File: config.mk
export PLATFORM = sky130hd
export DESIGN_NAME = r_sync_ptr_multi
export DESIGN_NICKNAME = d
export VERILOG_FILES = /design/src/rtl/r_sync_pkg.sv /design/src/rtl/r_sync_chan.sv /design/src/rtl/r_sync_ptr_multi.sv
export SDC_FILE = /design/constraint.sdc
export NUM_CORES = 1
export LEC_CHECK = 0
export BUFFER_PORTS_ARGS = -buffer_cell sky130_fd_sc_hd__buf_2
export CAP_MARGIN = 30
export CORE_MARGIN = 2
export CORE_UTILIZATION = 48
export CTS_BUF_LIST = sky130_fd_sc_hd__clkbuf_4
export DETAILED_ROUTE_END_ITERATION = 6
export GPL_ROUTABILITY_DRIVEN = 0
export PLACE_DENSITY_LB_ADDON = 0.12
export SETUP_SLACK_MARGIN = 0.3
export SKIP_CTS_REPAIR_TIMING = 1
export SYNTH_ARGS = -nofsm -noshare
export SYNTH_HDL_FRONTEND = slang
export SYNTH_HIERARCHICAL = 1
export SYNTH_SLANG_ARGS = --single-unit
File: constraint.sdc
create_clock -name r_clk -period 2.2 [get_ports r_clk]
set_clock_uncertainty 0.15 [all_clocks]
set_input_delay 0.22 -clock r_clk [delete_from_list [all_inputs] [get_ports r_clk]]
set_output_delay 0.22 -clock r_clk [all_outputs]
set_load 0.005 [all_outputs]
File: src/rtl/r_sync_pkg.sv
// Shared constants and helpers for the read-domain multi-channel
// Gray write-pointer synchronizer.
package r_sync_pkg;

   localparam int SYNC_STAGES_MIN = 2;
   localparam int SYNC_STAGES_MAX = 4;
   localparam int PTR_MAX         = 32;

   function automatic int pw_of(input int aw);
      return aw + 1;
   endfunction

   function automatic int depth_of(input int aw);
      return 1 << aw;
   endfunction

   // Zero-extended upper bits do not disturb the prefix XOR, so one
   // wide implementation serves every pointer width.
   function automatic logic [PTR_MAX-1:0] gray2bin(
      input logic [PTR_MAX-1:0] g
   );
      logic [PTR_MAX-1:0] b;
      b[PTR_MAX-1] = g[PTR_MAX-1];
      for (int i = PTR_MAX - 2; i >= 0; i--) begin
         b[i] = b[i+1] ^ g[i];
      end
      return b;
   endfunction

endpackage

File: src/rtl/r_sync_chan.sv
// One pointer channel: synchronizer chain, Gray decode, advance
// measurement and sticky over-advance error.
module r_sync_chan
   import r_sync_pkg::*;
#(
   parameter int ADDR_WIDTH  = 3,
   parameter int SYNC_STAGES = 2,
   localparam int PW         = ADDR_WIDTH + 1
) (
   input  logic          clk,
   input  logic          rst,
   input  logic          warm,
   input  logic [PW-1:0] ptr,
   input  logic          clr,
   output logic [PW-1:0] gr,
   output logic [PW-1:0] bin,
   output logic [PW-1:0] adv,
   output logic          pulse,
   output logic          err
);

   localparam logic [PW-1:0] DEPTH = PW'(depth_of(ADDR_WIDTH));

   logic [PW-1:0] s [SYNC_STAGES];
   logic [PW-1:0] b;
   logic [PW-1:0] d;
   logic          set;

   assign gr = s[SYNC_STAGES-1];

   always_comb begin
      b   = PW'(gray2bin(PTR_MAX'(gr)));
      d   = b - bin;
      set = warm && (d > DEPTH);
   end

   always_ff @(posedge clk) begin
      if (rst) begin
         for (int i = 0; i < SYNC_STAGES; i++) begin
            s[i] <= '0;
         end
         bin   <= '0;
         adv   <= '0;
         pulse <= 1'b0;
         err   <= 1'b0;
      end else begin
         s[0] <= ptr;
         for (int i = 1; i < SYNC_STAGES; i++) begin
            s[i] <= s[i-1];
         end
         bin   <= b;
         adv   <= d;
         pulse <= warm && (d != '0);
         // A fresh violation outranks a clear on the same edge.
         if (set) begin
            err <= 1'b1;
         end else if (clr) begin
            err <= 1'b0;
         end
      end
   end

endmodule

File: src/rtl/r_sync_ptr_multi.sv
// NUM_CH independent Gray write-pointer synchronizers into r_clk,
// sharing one post-reset warm-up counter.
module r_sync_ptr_multi
   import r_sync_pkg::*;
#(
   parameter int ADDR_WIDTH  = 3,
   parameter int NUM_CH      = 1,
   parameter int SYNC_STAGES = 2
) (
   input  logic                           r_clk,
   input  logic                           r_rst,
   input  logic [NUM_CH*(ADDR_WIDTH+1)-1:0] unsync_w_ptr,
   input  logic [NUM_CH-1:0]              err_clr,
   output logic [NUM_CH*(ADDR_WIDTH+1)-1:0] sync_gr_w_ptr,
   output logic [NUM_CH*(ADDR_WIDTH+1)-1:0] sync_bin_w_ptr,
   output logic [NUM_CH*(ADDR_WIDTH+1)-1:0] ptr_adv,
   output logic [NUM_CH-1:0]              adv_pulse,
   output logic [NUM_CH-1:0]              ovr_err,
   output logic                           warm
);

   localparam int PW = ADDR_WIDTH + 1;
   localparam int CW = $clog2(SYNC_STAGES_MAX + 1);

   if (SYNC_STAGES < SYNC_STAGES_MIN ||
       SYNC_STAGES > SYNC_STAGES_MAX) begin : g_bad_stages
      $error("r_sync_ptr_multi: SYNC_STAGES must be 2..4");
   end

   if (PW > PTR_MAX || NUM_CH < 1) begin : g_bad_width
      $error("r_sync_ptr_multi: bad ADDR_WIDTH or NUM_CH");
   end

   logic [CW-1:0] cnt;

   // warm rises once SYNC_STAGES+1 edges have passed since release,
   // i.e. when the first real capture reaches the binary register.
   always_ff @(posedge r_clk) begin
      if (r_rst) begin
         cnt  <= '0;
         warm <= 1'b0;
      end else if (!warm) begin
         cnt <= cnt + CW'(1);
         if (cnt == CW'(SYNC_STAGES)) begin
            warm <= 1'b1;
         end
      end
   end

   for (genvar c = 0; c < NUM_CH; c++) begin : g_ch
      r_sync_chan #(
         .ADDR_WIDTH  (ADDR_WIDTH),
         .SYNC_STAGES (SYNC_STAGES)
      ) u_chan (
         .clk   (r_clk),
         .rst   (r_rst),
         .warm  (warm),
         .ptr   (unsync_w_ptr[c*PW +: PW]),
         .clr   (err_clr[c]),
         .gr    (sync_gr_w_ptr[c*PW +: PW]),
         .bin   (sync_bin_w_ptr[c*PW +: PW]),
         .adv   (ptr_adv[c*PW +: PW]),
         .pulse (adv_pulse[c]),
         .err   (ovr_err[c])
      );
   end

endmodule

==> key figures <==
Power
  • Cell Int Power: 649 uW
  • P per Cell Area: 808 nW/um^2
  • Maximum vdd drop: 0.000446 V
  • Net Sw Power: 258 uW
  • Switch share: 28.5%
  • Clock power frac: 19.9%
  • Static Leak: 0.000533 uW
  • Design Power: 907 uW
  • Combinational share of power: 26.0%
  • Flop pwr share: 54.1%

Die
  • Core ar.: 1730 um^2
  • Die height: 46.9 um
  • Die X: 46.9 um
  • Starting Density: 51.1%
  • Ports: 22
  • FP Rows: 15
  • Die ar.: 2200 um^2

Synth
  • Post-synth EDFFs: 0
  • Ys Warns: 6
  • Post-synth top cells: dfxtp_1 (22), nor2b_1 (15), nor2_1 (6)
  • Area leader, netlist: dfxtp_1
  • Yosys cell types: 26
  • Synthesized instance count: 83
  • Syn Nets: 96
  • Register area share after synthesis: 49.9%
  • Mean Syn Cell Area: 10.6 um^2
  • Post-synth top area share: 49.9%
  • Synth Flop Type: dfxtp_1
  • Top post-synthesis cells by area: dfxtp_1 (50%), nor2b_1 (11%), ha_1 (7.1%), buf_4 (3.4%), xor2_1 (3.0%)
  • Cell area after synthesis: 882 um^2
  • Most frequent cell after synthesis: dfxtp_1
  • Synth async-reset ratio: 0%
  • Synth Register Bits: 22

Min path
  • Hold Crit Class: input port to flop
  • Hold_sp: err_clr
  • WHS Path Cells: 4

Timing
  • Setup TNS: -57.5 ps
  • Setup ws final: -42.2 ps
  • Worst-Margin Slew: 403 ps
  • Slew HR: 73.1%
  • Crit share post-route: 102%
  • Final min period: 2240 ps
  • Final setup vio count: 2
  • Max Slew Vio Count: 0
  • RSZ-0062 raised after global routing: true
  • Fmax: 446 MHz
  • Final Hold Fails: 0

Routing
  • # DRC: 0
  • WL/cell: 10.4 um
  • Via density: 4.47
  • Via count: 613
  • First-pass iteration count of the detailed router: 2
  • DRT antenna net count: 0
  • Wirelength, routed: 1.43 mm
  • Initial DRC count: 1

Outcome
  • Failing checks: negative setup slack
  • Status: finished, violations left

CTS
  • Clock root cell: clkbuf_4
  • # clock sinks: 22
  • TritonCTS clock tree: yes
  • Clock-pin slew on the worst setup and hold paths: 110 ps
  • Num CTS Buffers: 3
  • Worst-Skew Late Latency: 300 ps
  • Number of H-tree levels: 1
  • Max Buffers Root-to-Sink: 2

Placement
  • I/O Buffers: 21
  • Hpwl dp: 1.03 mm

Global routing
  • Largest net degree at the start of global routing: 24
  • Initial antenna violation count: 0
  • First-pass GRT wire length: 2.01 mm
  • GRT Resource Usage Total: 13.6%
  • Vias in the first global route: 484
  • Remaining Overflow, GRT: 0

Worst setup path
  • Worst R2R Start: g_ch[0].u_chan/s[0][5]
  • CP endpoint kind: flop
  • Setup crit start kind: flop
  • Worst r2r path cells: 7
  • Worst path required time: 2240 ps
  • CP arrival: 2290 ps
  • CP Launch Point: g_ch[0].u_chan/s[0][5]
  • Crit Path Class: flop to flop
  • CP Max Fanout: 2

Cells and area
  • Area grow syn2layout: 27.2%
  • N_diodes: 0
  • Layout cells sized above 1: 38.4%
  • # nets final: 126

Run
  • Total of max-cap violations: 0
-- flip-flops by register name (all words and copies together), names as in the netlist --
name               flops
g_ch.u_chan/pulse      1
cnt                    3
g_ch.u_chan/bin        4
g_ch.u_chan/err        1
g_ch.u_chan/s          8
g_ch.u_chan/adv        4
warm                   1
-- area by class of cell --
class                           instances  area (um^2)
Clock inverter                          1         3.75
Sequential cell                        22          443
Tap cell                               25         31.3
Clock buffer                            3         22.5
Fill cell                             165          604
Timing Repair Buffer                   30          183
Inverter                                5         18.8
Multi-Input combinational cell         51          420
-- layout by cell type, fill, tap and decap left out, types with 2 or more instances in the layout --
cell type	n
dfxtp_2	2
nor2b_1	14
dlygate4sd3_1	4
nand2_1	2
dfxtp_1	20
buf_4	5
xor2_1	3
a21oi_1	3
clkbuf_4	3
nor2_1	6
buf_2	21
ha_1	4
inv_1	5
-- per-layer routing --
metal	part of all wire [%]	wire, um	vias up	global-route usage [%]
met5	0	0	-	0
met4	1.5	21	0	6.67
met3	4.6	65	4	4.23
met2	52	748	16	23.6
met1	41	589	270	14.9
li1	-	-	323	-
-- path summary, 6_finish.rpt --
check,end,slack [ps]
max,g_ch[0].u_chan/pulse,-40
min reg2reg,g_ch[0].u_chan/s[0][5],290
max reg2reg,g_ch[0].u_chan/pulse,-40
min,g_ch[0].u_chan/err,20
-- cells by family after synthesis --
kind of cell,share of synthesized area (%)
adders and majority gates,9.36
and+or+nand+nor,19.7
xor gates and xnor gates,8.51
buffers and inverters,5.96
DFF,49.9
AOI/OAI and AO/OA,4.82
muxes,1.70
-- critical path, cell delays in order (launching register included) --
cell and delay (ps):
dfxtp_2 340, xnor3_2 430, xor2_2 170, ha_2 200, fa_2 540, nand2_2 60, o21ai_2 160, o211ai_1 100
-- metrics by stage --
stage | worst slack, ps | hold WS, ps | util, % | instances | cell area, um^2
floorplan | 17.8 | 134 | - | 83 | 887
global placement | 28.4 | 267 | 59.1 | 128 | 1020
detailed placement | -39.1 | 275 | 59.1 | 128 | 1020
CTS | -64.4 | -39.8 | 60.6 | 132 | 1050
global route | -160 | 21.0 | 65.0 | 137 | 1120
finish | -42.2 | 18.8 | 65.0 | 137 | 1120
-- power groups by stage --
stage / clock, uW / combinational (uW) / sequential [uW]
after floorplan: 0 / 137 / 499
after global placement: 0 / 202 / 497
after detailed placement: 0 / 212 / 500
after CTS: 188 / 212 / 492
after global routing: 210 / 269 / 498
final: 180 / 235 / 491
(Power assumes the default switching activity.)
